File: config.mk
export PLATFORM = sky130hd
export DESIGN_NAME = eight_bit_adder
export DESIGN_NICKNAME = d
export VERILOG_FILES = /design/src/rtl/eight_bit_adder_pkg.sv /design/src/rtl/eight_bit_adder_index_adder.sv /design/src/rtl/eight_bit_adder.sv
export SDC_FILE = /design/constraint.sdc
export NUM_CORES = 1
export LEC_CHECK = 0
export ABC_AREA = 1
export ABC_CLOCK_PERIOD_IN_PS = 4700
export BUFFER_PORTS_ARGS = -buffer_cell sky130_fd_sc_hd__buf_2
export CAP_MARGIN = 25
export CORE_UTILIZATION = 30
export CTS_BUF_LIST = sky130_fd_sc_hd__clkbuf_16
export DETAILED_ROUTE_END_ITERATION = 10
export GPL_TIMING_DRIVEN = 0
export PLACE_DENSITY = 0.72
export SYNTH_ARGS = -nofsm -noshare
export SYNTH_HDL_FRONTEND = slang
export SYNTH_HIERARCHICAL = 1
export SYNTH_SLANG_ARGS = --single-unit
File: constraint.sdc
create_clock -name clk -period 4.7 [get_ports clk]
set_input_delay 0.47 -clock clk [delete_from_list [all_inputs] [get_ports clk]]
set_output_delay 0.47 -clock clk [all_outputs]
set_load 0.01 [all_outputs]
File: src/rtl/eight_bit_adder_pkg.sv
// Shared constants for the divider datapath slice.
// Holds the adder width, the step-counter width and the final step index.
package eight_bit_adder_pkg;
  localparam int DATA_W   = 8;
  localparam int IDX_W    = 4;
  localparam int LAST_IDX = 7;
endpackage

File: src/rtl/eight_bit_adder_index_adder.sv
// Half-adder incrementer chain: next_index = index + 1, wrapping at the
// counter width with no carry-out.
module index_adder #(
  parameter int IDX_W = eight_bit_adder_pkg::IDX_W
) (
  input  logic [IDX_W-1:0] index,
  output logic [IDX_W-1:0] next_index
);
  // Unpacked carry chain keeps each stage a separate net.
  logic w_carry [IDX_W+1];

  assign w_carry[0] = 1'b1;

  for (genvar gi = 0; gi < IDX_W; gi++) begin : g_ha
    assign next_index[gi]  = index[gi] ^ w_carry[gi];
    assign w_carry[gi + 1] = index[gi] & w_carry[gi];
  end
endmodule

File: src/rtl/eight_bit_adder.sv
// Ripple-carry adder plus saturating step counter used by the restoring divider.
// The adder is purely combinational; the counter stops once index reaches 8.
module eight_bit_adder #(
  parameter int DATA_W = eight_bit_adder_pkg::DATA_W,
  parameter int IDX_W  = eight_bit_adder_pkg::IDX_W
) (
  output logic [DATA_W:0]   sum,
  input  logic [DATA_W-1:0] a,
  input  logic [DATA_W-1:0] b,
  input  logic              cin,
  input  logic              clk,
  input  logic              res,
  input  logic              step,
  output logic [IDX_W-1:0]  index,
  output logic [IDX_W-1:0]  next_index,
  output logic              last,
  output logic              done
);
  import eight_bit_adder_pkg::*;

  logic              w_carry [DATA_W+1];
  logic [DATA_W-1:0] w_sum;
  logic [IDX_W-1:0]  w_next_index;
  logic              w_done;
  logic              w_last;
  logic [IDX_W-1:0]  r_index = '0;

  assign w_carry[0] = cin;

  for (genvar gi = 0; gi < DATA_W; gi++) begin : g_fa
    assign w_sum[gi]       = a[gi] ^ b[gi] ^ w_carry[gi];
    assign w_carry[gi + 1] = (a[gi] & b[gi]) | (w_carry[gi] & (a[gi] ^ b[gi]));
  end

  assign sum = {w_carry[DATA_W], w_sum};

  index_adder #(
    .IDX_W (IDX_W)
  ) u_index_adder (
    .index      (r_index),
    .next_index (w_next_index)
  );

  assign w_done = r_index[IDX_W-1];
  assign w_last = (r_index == IDX_W'(LAST_IDX));

  // The MSB acts as a sticky "finished" flag: once set, step is ignored.
  always_ff @(posedge clk) begin
    if (res) begin
      r_index <= '0;
    end else if (step && !w_done) begin
      r_index <= w_next_index;
    end
  end

  assign index      = r_index;
  assign next_index = w_next_index;
  assign last       = w_last;
  assign done       = w_done;
endmodule

==> metrics.json, run 1 <==
{
  "cells_and_area": {
    "mostFrequentLayoutCells": "38 x sky130_fd_sc_hd__buf_2, 18 x sky130_fd_sc_hd__inv_1, 9 x sky130_fd_sc_hd__nand2_1",
    "num_antenna_cells": 0,
    "max_reg_flops": 4,
    "layout-drive-gt1-share_pct": 45.8,
    "synthToLayoutAreaGrowth_pct": 66.0,
    "layout.nets": 128,
    "commonest_non_fill_non_tap_cell_in_the_layout": "sky130_fd_sc_hd__buf_2",
    "final_design_area_no_fill_um2": 714,
    "final_core_utilization_pct": 54.2
  },
  "sta": {
    "timing.clock.skew_ps": 3.11,
    "fin_tns_setup_ps": 0,
    "hold_ws_ps": 411,
    "maxClockFrequency_ghz": 0.231,
    "final.period_utilization_pct": 92.2,
    "timing_hold_violations_final": 0,
    "finalWorstSetupSlack_ps": 365,
    "min_period_ps": 4330,
    "final-max-slew-violation-count": 0,
    "slew-limit-headroom_pct": 86.4,
    "setup_viol": 0,
    "setup_repair_after_global_routing_missed_its_margin": "false",
    "worst_pin_slew_ps": 204
  },
  "clock_network": {
    "clock_sink_count": 4,
    "tritoncts_clock_tree": "built",
    "h-tree-depth": 1,
    "clock_tree.root_cell": "sky130_fd_sc_hd__clkbuf_16",
    "clock_tree.buffer_depth": 2,
    "worst_path_clk_slew_ps": 30,
    "ctsHoldBuffers": 0,
    "cts_resized": 0,
    "clock_latency_ps": 230,
    "cts_buffers": 3,
    "cts.repair_timing.setup_buffer_count": 0
  },
  "global_routing": {
    "initial_antenna_violation_count": 0,
    "groute.usage.overall_pct": 15.7,
    "grt-ovfl-total": 0,
    "grt_max_degree": 7,
    "grt_first_pass_wirelength_mm": 1.50,
    "via_count_of_the_first_global_routing_pass": 397
  },
  "floorplanning": {
    "design.portCount": 39,
    "core_area_mm2": 0.00132,
    "rows": 13,
    "dieHeight_um": 39.9,
    "fp.dieArea_mm2": 0.00159,
    "floorplan.initialDensity_pct": 32.7,
    "die-width_um": 39.9
  },
  "logic_synthesis": {
    "cell_taking_the_most_area_after_synthesis": "sky130_fd_sc_hd__fa_1",
    "netlist_instances": 55,
    "postSynthNetCount": 85,
    "yosys.area_share.simple_pct": 18.9,
    "synth_seq_area_share_pct": 18.6,
    "synth.avg_cell_area_um2": 7.83,
    "yosysTopAreaCellShare_pct": 37.2,
    "cell_types_with_the_largest_area_share_after_synthesis": "sky130_fd_sc_hd__fa_1 37%, sky130_fd_sc_hd__dfxtp_1 19%, sky130_fd_sc_hd__inv_1 16%, sky130_fd_sc_hd__nand2_1 7.8%, sky130_fd_sc_hd__nor2_1 6.1%",
    "synth.distinct_cells": 11,
    "synth.area.mux_share_pct": 0,
    "ys_seq_elements": 4,
    "yosys.area_share.xor_xnor_pct": 0,
    "netlist_area_um2": 430,
    "synth_adder_area_share_pct": 43.0,
    "main_combinational_cell_family_by_area_after_synthesis": "adder cells",
    "synth-compound-area-share_pct": 1.16,
    "yosys_warnings": 6
  },
  "power": {
    "power.share.switching_pct": 27.0,
    "comb_power_share_pct": 28.5,
    "power_leakage_nw": 0.439,
    "power.switching_w": 0.0000656,
    "seq_power_share_pct": 16.4,
    "clockPowerShare_pct": 55.1,
    "pwr_density_cell_mw_per_mm2": 340,
    "worst_ir_drop_vdd_mv": 0.201,
    "p_int_w": 0.000178
  },
  "placed_design": {
    "count_of_input_and_output_buffers": 38,
    "detailed_place_hpwl_um": 888,
    "post_dp_cell_area_um2": 639,
    "place_worst_setup_slack_ps": 305,
    "globalplace.congestion": 0.659
  },
  "drt": {
    "iteration_0_drc_markers": 2,
    "postRouteWirelength_mm": 1.05,
    "drt-wirelength-per-cell_um": 9.46,
    "detail-route-antenna-nets": 0,
    "vias_per_cell": 4.22,
    "drt_pass1_iterations": 2,
    "drt_drc_violations_left": 0,
    "dr_total_vias": 468
  },
  "run_status": {
    "outcome": "finished clean"
  },
  "critical_path": {
    "worst-path-max-fanout": 1,
    "path_cells": "buf_2, fa_1, inv_1, fa_1, inv_1, fa_1, fa_1, fa_1, fa_1, fa_1, inv_1, fa_1, inv_1, buf_2",
    "critical_path_required_ps": 4230,
    "startpoint_type": "primary input",
    "worst_r2r_path_depth": 6,
    "cp.arrival_ps": 3860,
    "timing.critical_path.mode_cell": "sky130_fd_sc_hd__fa_1",
    "critPathSlowestCell": "sky130_fd_sc_hd__fa_1",
    "cp-end-kind": "output port",
    "worst_path_class_setup": "in2out",
    "max_stage_delay_ps": 410
  },
  "hold_path": {
    "min-delay-path-class": "in2reg",
    "hold-path-cell-count": 2
  },
  "job": {
    "drv_cap": 0
  }
}
[final cells by class]
class	count	area, um2
Sequential cell	4	80.1
Tap cell	15	18.8
Buffer	1	7.51
Clock buffer	3	75.1
Timing Repair Buffer	38	190
Fill cell	133	603
Inverter	19	71.3
Multi-Input combinational cell	31	272
[power by group through the flow]
stage          registers [W]  clock network [W]   logic, W
2_1_floorplan      0.0000411                  0  0.0000391
3_3_place_gp       0.0000401                  0  0.0000676
3_5_place_dp       0.0000403                  0  0.0000705
4_1_cts            0.0000397           0.000136  0.0000712
5_1_grt            0.0000402           0.000139  0.0000823
6_report           0.0000399           0.000134  0.0000692
[metrics by stage]
stage / total power [W] / instances
2_1_floorplan: 0.0000801 / 55
3_3_place_gp: 0.000108 / 108
5_1_grt: 0.000261 / 111
6_report: 0.000243 / 111
3_5_place_dp: 0.000111 / 108
4_1_cts: 0.000247 / 111
[synthesized netlist by cell type (all sizes together)]
library cell / instances
buf: 1
nand2: 9
inv: 19
nand3: 3
fa: 8
ha: 2
dfxtp: 4
a21oi: 1
nor2: 8
[layer usage]
layer,GRT usage [%],up-vias,share of wire (%)
li1,-,234,-
met4,10.3,0,1.2
met2,28.2,24,56
met1,13.7,208,34
met5,0,-,0
met3,6.82,2,9.1
[kinds of logic (layout without fill, tap and decap cells)]
kind of cell    Yosys count  after routing
compound gates            1              1
fa+ha+maj                10             10
buf+inv                  20             61
flops                     4              4
simple gates             20             20
[critical path: cells and delay by family]
| kind | cells | cell delay, ps |
|---|---|---|
| fa+ha+maj | 8 | 2880 |
| buf+inv | 6 | 500 |
[final timing paths]
kind / start / endpoint / slack, ps
max: a[0] / sum[7] / 370
min: res / index[3] / 410
max reg2reg: index[0] / index[2] / 3540
min reg2reg: index[1] / index[1] / 520
Power figures use the tool's default switching activity.
==> inputs of run 2 (changes only) <==
--- a/config.mk
+++ b/config.mk
@@ -14,6 +14,7 @@
 export DETAILED_ROUTE_END_ITERATION = 10
 export GPL_TIMING_DRIVEN = 0
 export PLACE_DENSITY = 0.72
+export RECOVER_POWER = 100
 export SYNTH_ARGS = -nofsm -noshare
 export SYNTH_HDL_FRONTEND = slang
 export SYNTH_HIERARCHICAL = 1
==> metrics.json, run 2 (synthesis results as in run 1) <==
{
  "drt": {
    "postRouteWirelength_mm": 1.04,
    "topRoutingLayerUsed": "met4",
    "vias_per_cell": 4.23,
    "met2_wirelength_um": 579,
    "wirelength_met1_um": 354,
    "drt_pass1_iterations": 2,
    "dr_total_vias": 469,
    "drt-wirelength-per-cell_um": 9.38,
    "detail-route-antenna-nets": 0,
    "drt_drc_violations_left": 0,
    "routed-wl-met3_um": 92,
    "iteration_0_drc_markers": 1
  },
  "critical_path": {
    "rr_startpoint": "index[0]",
    "critical_path_required_ps": 4230,
    "setup.reg_to_reg.worst_slack_ps": 3540,
    "timing.rr.end": "index[2]",
    "startpoint_type": "primary input",
    "worst_r2r_path_depth": 6,
    "crit_start": "a[0]",
    "worst-path-max-fanout": 1,
    "worst_path_class_setup": "in2out",
    "cp.arrival_ps": 3890,
    "cp-end-kind": "output port"
  },
  "cells_and_area": {
    "max_reg_flops": 4,
    "num_antenna_cells": 0,
    "layout.nets": 128,
    "ff_latch_area_um2": 80.1,
    "synthToLayoutAreaGrowth_pct": 60.8,
    "mostFrequentLayoutCells": "20 x sky130_fd_sc_hd__buf_2, 18 x sky130_fd_sc_hd__inv_1, 18 x sky130_fd_sc_hd__clkbuf_1",
    "multi_input_area_um2": 272,
    "layout-drive-gt1-share_pct": 27.1,
    "commonest_non_fill_non_tap_cell_in_the_layout": "sky130_fd_sc_hd__buf_2",
    "final_design_area_no_fill_um2": 692,
    "fillers": 140
  },
  "floorplanning": {
    "rows": 13,
    "fp.dieArea_mm2": 0.00159,
    "design.portCount": 39,
    "die-width_um": 39.9,
    "dieHeight_um": 39.9,
    "core_area_mm2": 0.00132,
    "floorplan.initialDensity_pct": 32.7
  },
  "sta": {
    "timing_hold_violations_final": 0,
    "final-max-slew-violation-count": 0,
    "slew-limit-headroom_pct": 86.5,
    "worst_pin_slew_ps": 202,
    "min_period_ps": 4360,
    "final.period_utilization_pct": 92.7,
    "maxClockFrequency_ghz": 0.229,
    "timing.clock.skew_ps": 3.09,
    "setup_repair_after_global_routing_missed_its_margin": "false",
    "setup_viol": 0,
    "fin_tns_setup_ps": 0
  },
  "clock_network": {
    "clock_tree.buffer_depth": 2,
    "cts_resized": 0,
    "ctsHoldBuffers": 0,
    "clock_sink_count": 4,
    "cts.repair_timing.setup_buffer_count": 0,
    "h-tree-depth": 1,
    "cts_buffers": 3,
    "clock_tree.root_cell": "sky130_fd_sc_hd__clkbuf_16",
    "tritoncts_clock_tree": "built",
    "clock_latency_ps": 230,
    "worst_path_clk_slew_ps": 30
  },
  "global_routing": {
    "via_count_of_the_first_global_routing_pass": 397,
    "grt_max_degree": 7,
    "grt-ovfl-total": 0,
    "initial_antenna_violation_count": 0,
    "groute.usage.overall_pct": 15.7,
    "grt_first_pass_wirelength_mm": 1.50
  },
  "hold_path": {
    "hold-path-cell-count": 2,
    "min-delay-start": "res",
    "min-delay-path-class": "in2reg",
    "min_to": "index[3]"
  },
  "run_status": {
    "outcome": "finished clean"
  },
  "power": {
    "power_leakage_nw": 0.380,
    "worst_ir_drop_vdd_mv": 0.201,
    "pwr_density_cell_mw_per_mm2": 345
  },
  "placed_design": {
    "detailed_place_hpwl_um": 888,
    "post_dp_cell_area_um2": 639,
    "globalplace.congestion": 0.659,
    "count_of_input_and_output_buffers": 38
  },
  "job": {
    "drv_cap": 0
  }
}
run 2: changes by cell type in the layout (fill, tap and decap cells not counted), sizes merged:
cell    change
buf        -19
clkbuf     +19
run 2: final cells by class:
class / count / area share [%]
inverters: 19 / 10.3
well taps: 15 / 2.71
repair buffers: 38 / 24.2
plain buffers: 1 / 1.08
flip-flops and latches: 4 / 11.6
clock buffers: 3 / 10.8
multi-input cells: 31 / 39.2
run 2: worst max-delay path by stage:
stage / endpoint / slack (ps) / cells after the start
CTS: sum[7] / 310 / 14
global route: sum[7] / 140 / 14
global placement: sum[7] / 410 / 14
finish: sum[7] / 340 / 14
detailed placement: sum[7] / 300 / 14
floorplan: sum[7] / 690 / 12
run 2: through the flow:
stage / total power, W / hold slack, ps / setup WS (ps) / utilization (%) / std cells
after global routing: 0.000257 / 421 / 136 / 52.5 / 111
after global placement: 0.000108 / 508 / 410 / 48.5 / 108
after detailed placement: 0.000111 / 511 / 305 / 48.5 / 108
final: 0.000239 / 411 / 341 / 52.5 / 111
after floorplan: 0.0000801 / 533 / 688 / - / 55
after CTS: 0.000247 / 408 / 307 / 54.2 / 111
run 2: critical path: stages:
cell                       delay (ps)
sky130_fd_sc_hd__buf_2            110
sky130_fd_sc_hd__fa_1             410
sky130_fd_sc_hd__inv_1             80
sky130_fd_sc_hd__fa_1             150
sky130_fd_sc_hd__inv_1             50
sky130_fd_sc_hd__fa_1             390
sky130_fd_sc_hd__fa_1             390
sky130_fd_sc_hd__fa_1             380
sky130_fd_sc_hd__fa_1             380
sky130_fd_sc_hd__fa_1             370
sky130_fd_sc_hd__inv_1             80
sky130_fd_sc_hd__fa_1             400
sky130_fd_sc_hd__inv_1             60
sky130_fd_sc_hd__clkbuf_1         140
run 2: per-layer routing:
metal,global-route usage [%],up-vias
li1,-,234
met1,13.7,209
met2,28.2,24
met3,6.82,2
met4,10.3,0
met5,0,-
run 2: report_power, final:
part | total, W | switching, W | internal, W
clock network | 0.000134 | 0.0000254 | 0.000109
registers | 0.0000399 | 0.00000306 | 0.0000369
logic | 0.0000645 | 0.0000379 | 0.0000267
total | 0.000239 | 0.0000664 | 0.000172
==> inputs of run 3 (changes only) <==
--- a/config.mk
+++ b/config.mk
@@ -13,9 +13,8 @@
 export CTS_BUF_LIST = sky130_fd_sc_hd__clkbuf_16
 export DETAILED_ROUTE_END_ITERATION = 10
 export GPL_TIMING_DRIVEN = 0
-export PLACE_DENSITY = 0.72
+export PLACE_DENSITY = 0.73
 export RECOVER_POWER = 100
 export SYNTH_ARGS = -nofsm -noshare
 export SYNTH_HDL_FRONTEND = slang
-export SYNTH_HIERARCHICAL = 1
 export SYNTH_SLANG_ARGS = --single-unit
==> metrics.json, run 3 <==
{
  "logic_synthesis": {
    "yosys_warnings": 0,
    "cell_types_with_the_largest_area_share_after_synthesis": "sky130_fd_sc_hd__fa_1 39%, sky130_fd_sc_hd__dfxtp_1 19%, sky130_fd_sc_hd__inv_1 13%, sky130_fd_sc_hd__nor2_1 6.4%, sky130_fd_sc_hd__ha_1 6.1%",
    "ys_seq_elements": 4,
    "cell_taking_the_most_area_after_synthesis": "sky130_fd_sc_hd__fa_1",
    "postSynthNetCount": 79,
    "synth.avg_cell_area_um2": 8.43,
    "synth_cell_count_leaders": "14 x sky130_fd_sc_hd__inv_1, 8 x sky130_fd_sc_hd__fa_1, 7 x sky130_fd_sc_hd__nor2_1",
    "netlist_instances": 49,
    "dominantRegCellSynth": "sky130_fd_sc_hd__dfxtp_1",
    "synth.distinct_cells": 12,
    "yosysTopAreaCellShare_pct": 38.8,
    "synth_seq_area_share_pct": 19.4,
    "synth_enable_flop_cells": 0,
    "synth_most_common_cell": "sky130_fd_sc_hd__inv_1",
    "netlist_area_um2": 413,
    "synthArstFlopShare_pct": 0
  },
  "global_routing": {
    "grt_first_pass_wirelength_mm": 1.21,
    "grt.met2_usage_pct": 20.8,
    "grtUsageMet3_pct": 6.94,
    "grt-ovfl-total": 0,
    "via_count_of_the_first_global_routing_pass": 327,
    "groute.usage.overall_pct": 12.5,
    "busiest_layer": "met2",
    "grt_max_degree": 7,
    "initial_antenna_violation_count": 0,
    "met1_usage_pct": 12.8
  },
  "drt": {
    "drt_pass1_iterations": 4,
    "drt_drc_violations_left": 0,
    "postRouteWirelength_um": 873,
    "iteration_0_drc_markers": 1,
    "drt-wirelength-per-cell_um": 8.31,
    "detail-route-antenna-nets": 0,
    "vias_per_cell": 4.17,
    "dr_total_vias": 438
  },
  "hold_path": {
    "hold-path-cell-count": 2,
    "min-delay-path-class": "in2reg"
  },
  "sta": {
    "min_period_ps": 4280,
    "final.period_utilization_pct": 91.1,
    "final-max-slew-violation-count": 0,
    "finalWorstSetupSlack_ps": 418,
    "fin_tns_setup_ps": 0,
    "worst_pin_slew_ps": 210,
    "setup_repair_after_global_routing_missed_its_margin": "false",
    "timing_hold_violations_final": 0,
    "timing.clock.skew_ps": 2.22,
    "maxClockFrequency_ghz": 0.234,
    "setup_viol": 0,
    "slew-limit-headroom_pct": 86.0
  },
  "critical_path": {
    "worst_r2r_path_depth": 6,
    "kind_of_cell_adding_the_most_delay_to_the_critical_path": "adder cells",
    "cp-end-kind": "output port",
    "max_stage_delay_ps": 400,
    "timing.critical_path.mode_cell": "sky130_fd_sc_hd__fa_1",
    "critPathSlowestCell": "sky130_fd_sc_hd__fa_1",
    "critical_path_depth": 14,
    "critPathBufInv": 6,
    "worst_path_class_setup": "in2out",
    "worst-path-max-fanout": 1,
    "path_cells": "buf_2, fa_1, inv_1, fa_1, inv_1, fa_1, fa_1, fa_1, fa_1, fa_1, inv_1, fa_1, inv_1, clkbuf_1",
    "critical_path_required_ps": 4230,
    "cp.arrival_ps": 3810,
    "startpoint_type": "primary input"
  },
  "cells_and_area": {
    "commonest_non_fill_non_tap_cell_in_the_layout": "sky130_fd_sc_hd__buf_2",
    "num_antenna_cells": 0,
    "max_reg_flops": 4,
    "fin_cells": 105,
    "mostFrequentLayoutCells": "20 x sky130_fd_sc_hd__buf_2, 18 x sky130_fd_sc_hd__clkbuf_1, 15 x sky130_fd_sc_hd__inv_1",
    "synthToLayoutAreaGrowth_pct": 63.3,
    "layout.nets": 122,
    "final_design_area_no_fill_um2": 674,
    "layout-drive-gt1-share_pct": 28.9
  },
  "clock_network": {
    "clock_tree.buffer_depth": 2,
    "clock_sink_count": 4,
    "cts.repair_timing.setup_buffer_count": 0,
    "tritoncts_clock_tree": "built",
    "cts_buffers": 3,
    "h-tree-depth": 1,
    "clock_tree.root_cell": "sky130_fd_sc_hd__clkbuf_16",
    "worst_path_clk_slew_ps": 30,
    "clock_latency_ps": 220,
    "cts_resized": 0,
    "ctsHoldBuffers": 0
  },
  "power": {
    "pwr_density_cell_mw_per_mm2": 341,
    "total_power_w": 0.000230,
    "worst_ir_drop_vdd_mv": 0.171,
    "power_leakage_nw": 0.374
  },
  "floorplanning": {
    "core_area_mm2": 0.00128,
    "die-width_um": 39.1,
    "fp.dieArea_mm2": 0.00153,
    "floorplan.initialDensity_pct": 32.1,
    "dieHeight_um": 39.1,
    "rows": 13,
    "design.portCount": 39
  },
  "placed_design": {
    "count_of_input_and_output_buffers": 38,
    "place.detailed.instances": 102,
    "place_worst_setup_slack_ps": 412,
    "globalplace.congestion": 0.629,
    "post_dp_cell_area_um2": 622,
    "detailed_place_hpwl_um": 750
  },
  "run_status": {
    "outcome": "finished clean"
  },
  "job": {
    "drv_cap": 0
  }
}
run 3: cell count changes after synthesis:
| cell | change |
|---|---|
| sky130_fd_sc_hd__inv_2 | +1 |
| sky130_fd_sc_hd__nand2_1 | -4 |
| sky130_fd_sc_hd__inv_1 | -4 |
| sky130_fd_sc_hd__xor2_1 | +1 |
run 3: through the flow:
step / util [%] / hold WS [ps]
5_1_grt: 52.5 / 424
3_5_place_dp: 48.4 / 507
3_3_place_gp: 48.4 / 497
6_report: 52.5 / 426
4_1_cts: 54.2 / 419
2_1_floorplan: - / 522
run 3: path summary, 6_finish.rpt:
kind                            startpoint  endpoint  slack [ps]
worst max-delay path                  a[0]    sum[7]         420
worst min-delay path                   res  index[3]         430
worst max register to register    index[0]  index[2]        3480
worst min register to register    index[1]  index[1]         510
run 3: cell type report:
class / instances / area, um2
fill: 139 / 611
inverter: 16 / 60.1
tap: 15 / 18.8
sequential: 4 / 80.1
timing repair buffer: 38 / 168
clock buffer: 3 / 75.1
buffer: 1 / 7.51
multi-input combinational: 28 / 265
run 3: layer usage:
metal	routed length [um]	share of wire, %
met1	365	42
met2	423	48
met3	84	9.6
met4	0	0
met5	0	0
run 3: report_power, final:
group / switching [W] / total, W / internal [W]
Sequential: 0.00000256 / 0.0000391 / 0.0000365
Combinational: 0.0000349 / 0.0000597 / 0.0000248
Clock: 0.0000226 / 0.000131 / 0.000109
Total: 0.0000601 / 0.000230 / 0.000170
run 3: kinds of logic (layout without fill, tap and decap cells):
logic type / after synthesis / in the layout / synth area share (%)
buf+inv: 17 / 58 / 16.4
fa+ha+maj: 10 / 10 / 44.8
xor+xnor: 1 / 1 / 2.12
simple gates: 16 / 16 / 16.1
flops: 4 / 4 / 19.4
compound gates: 1 / 1 / 1.21
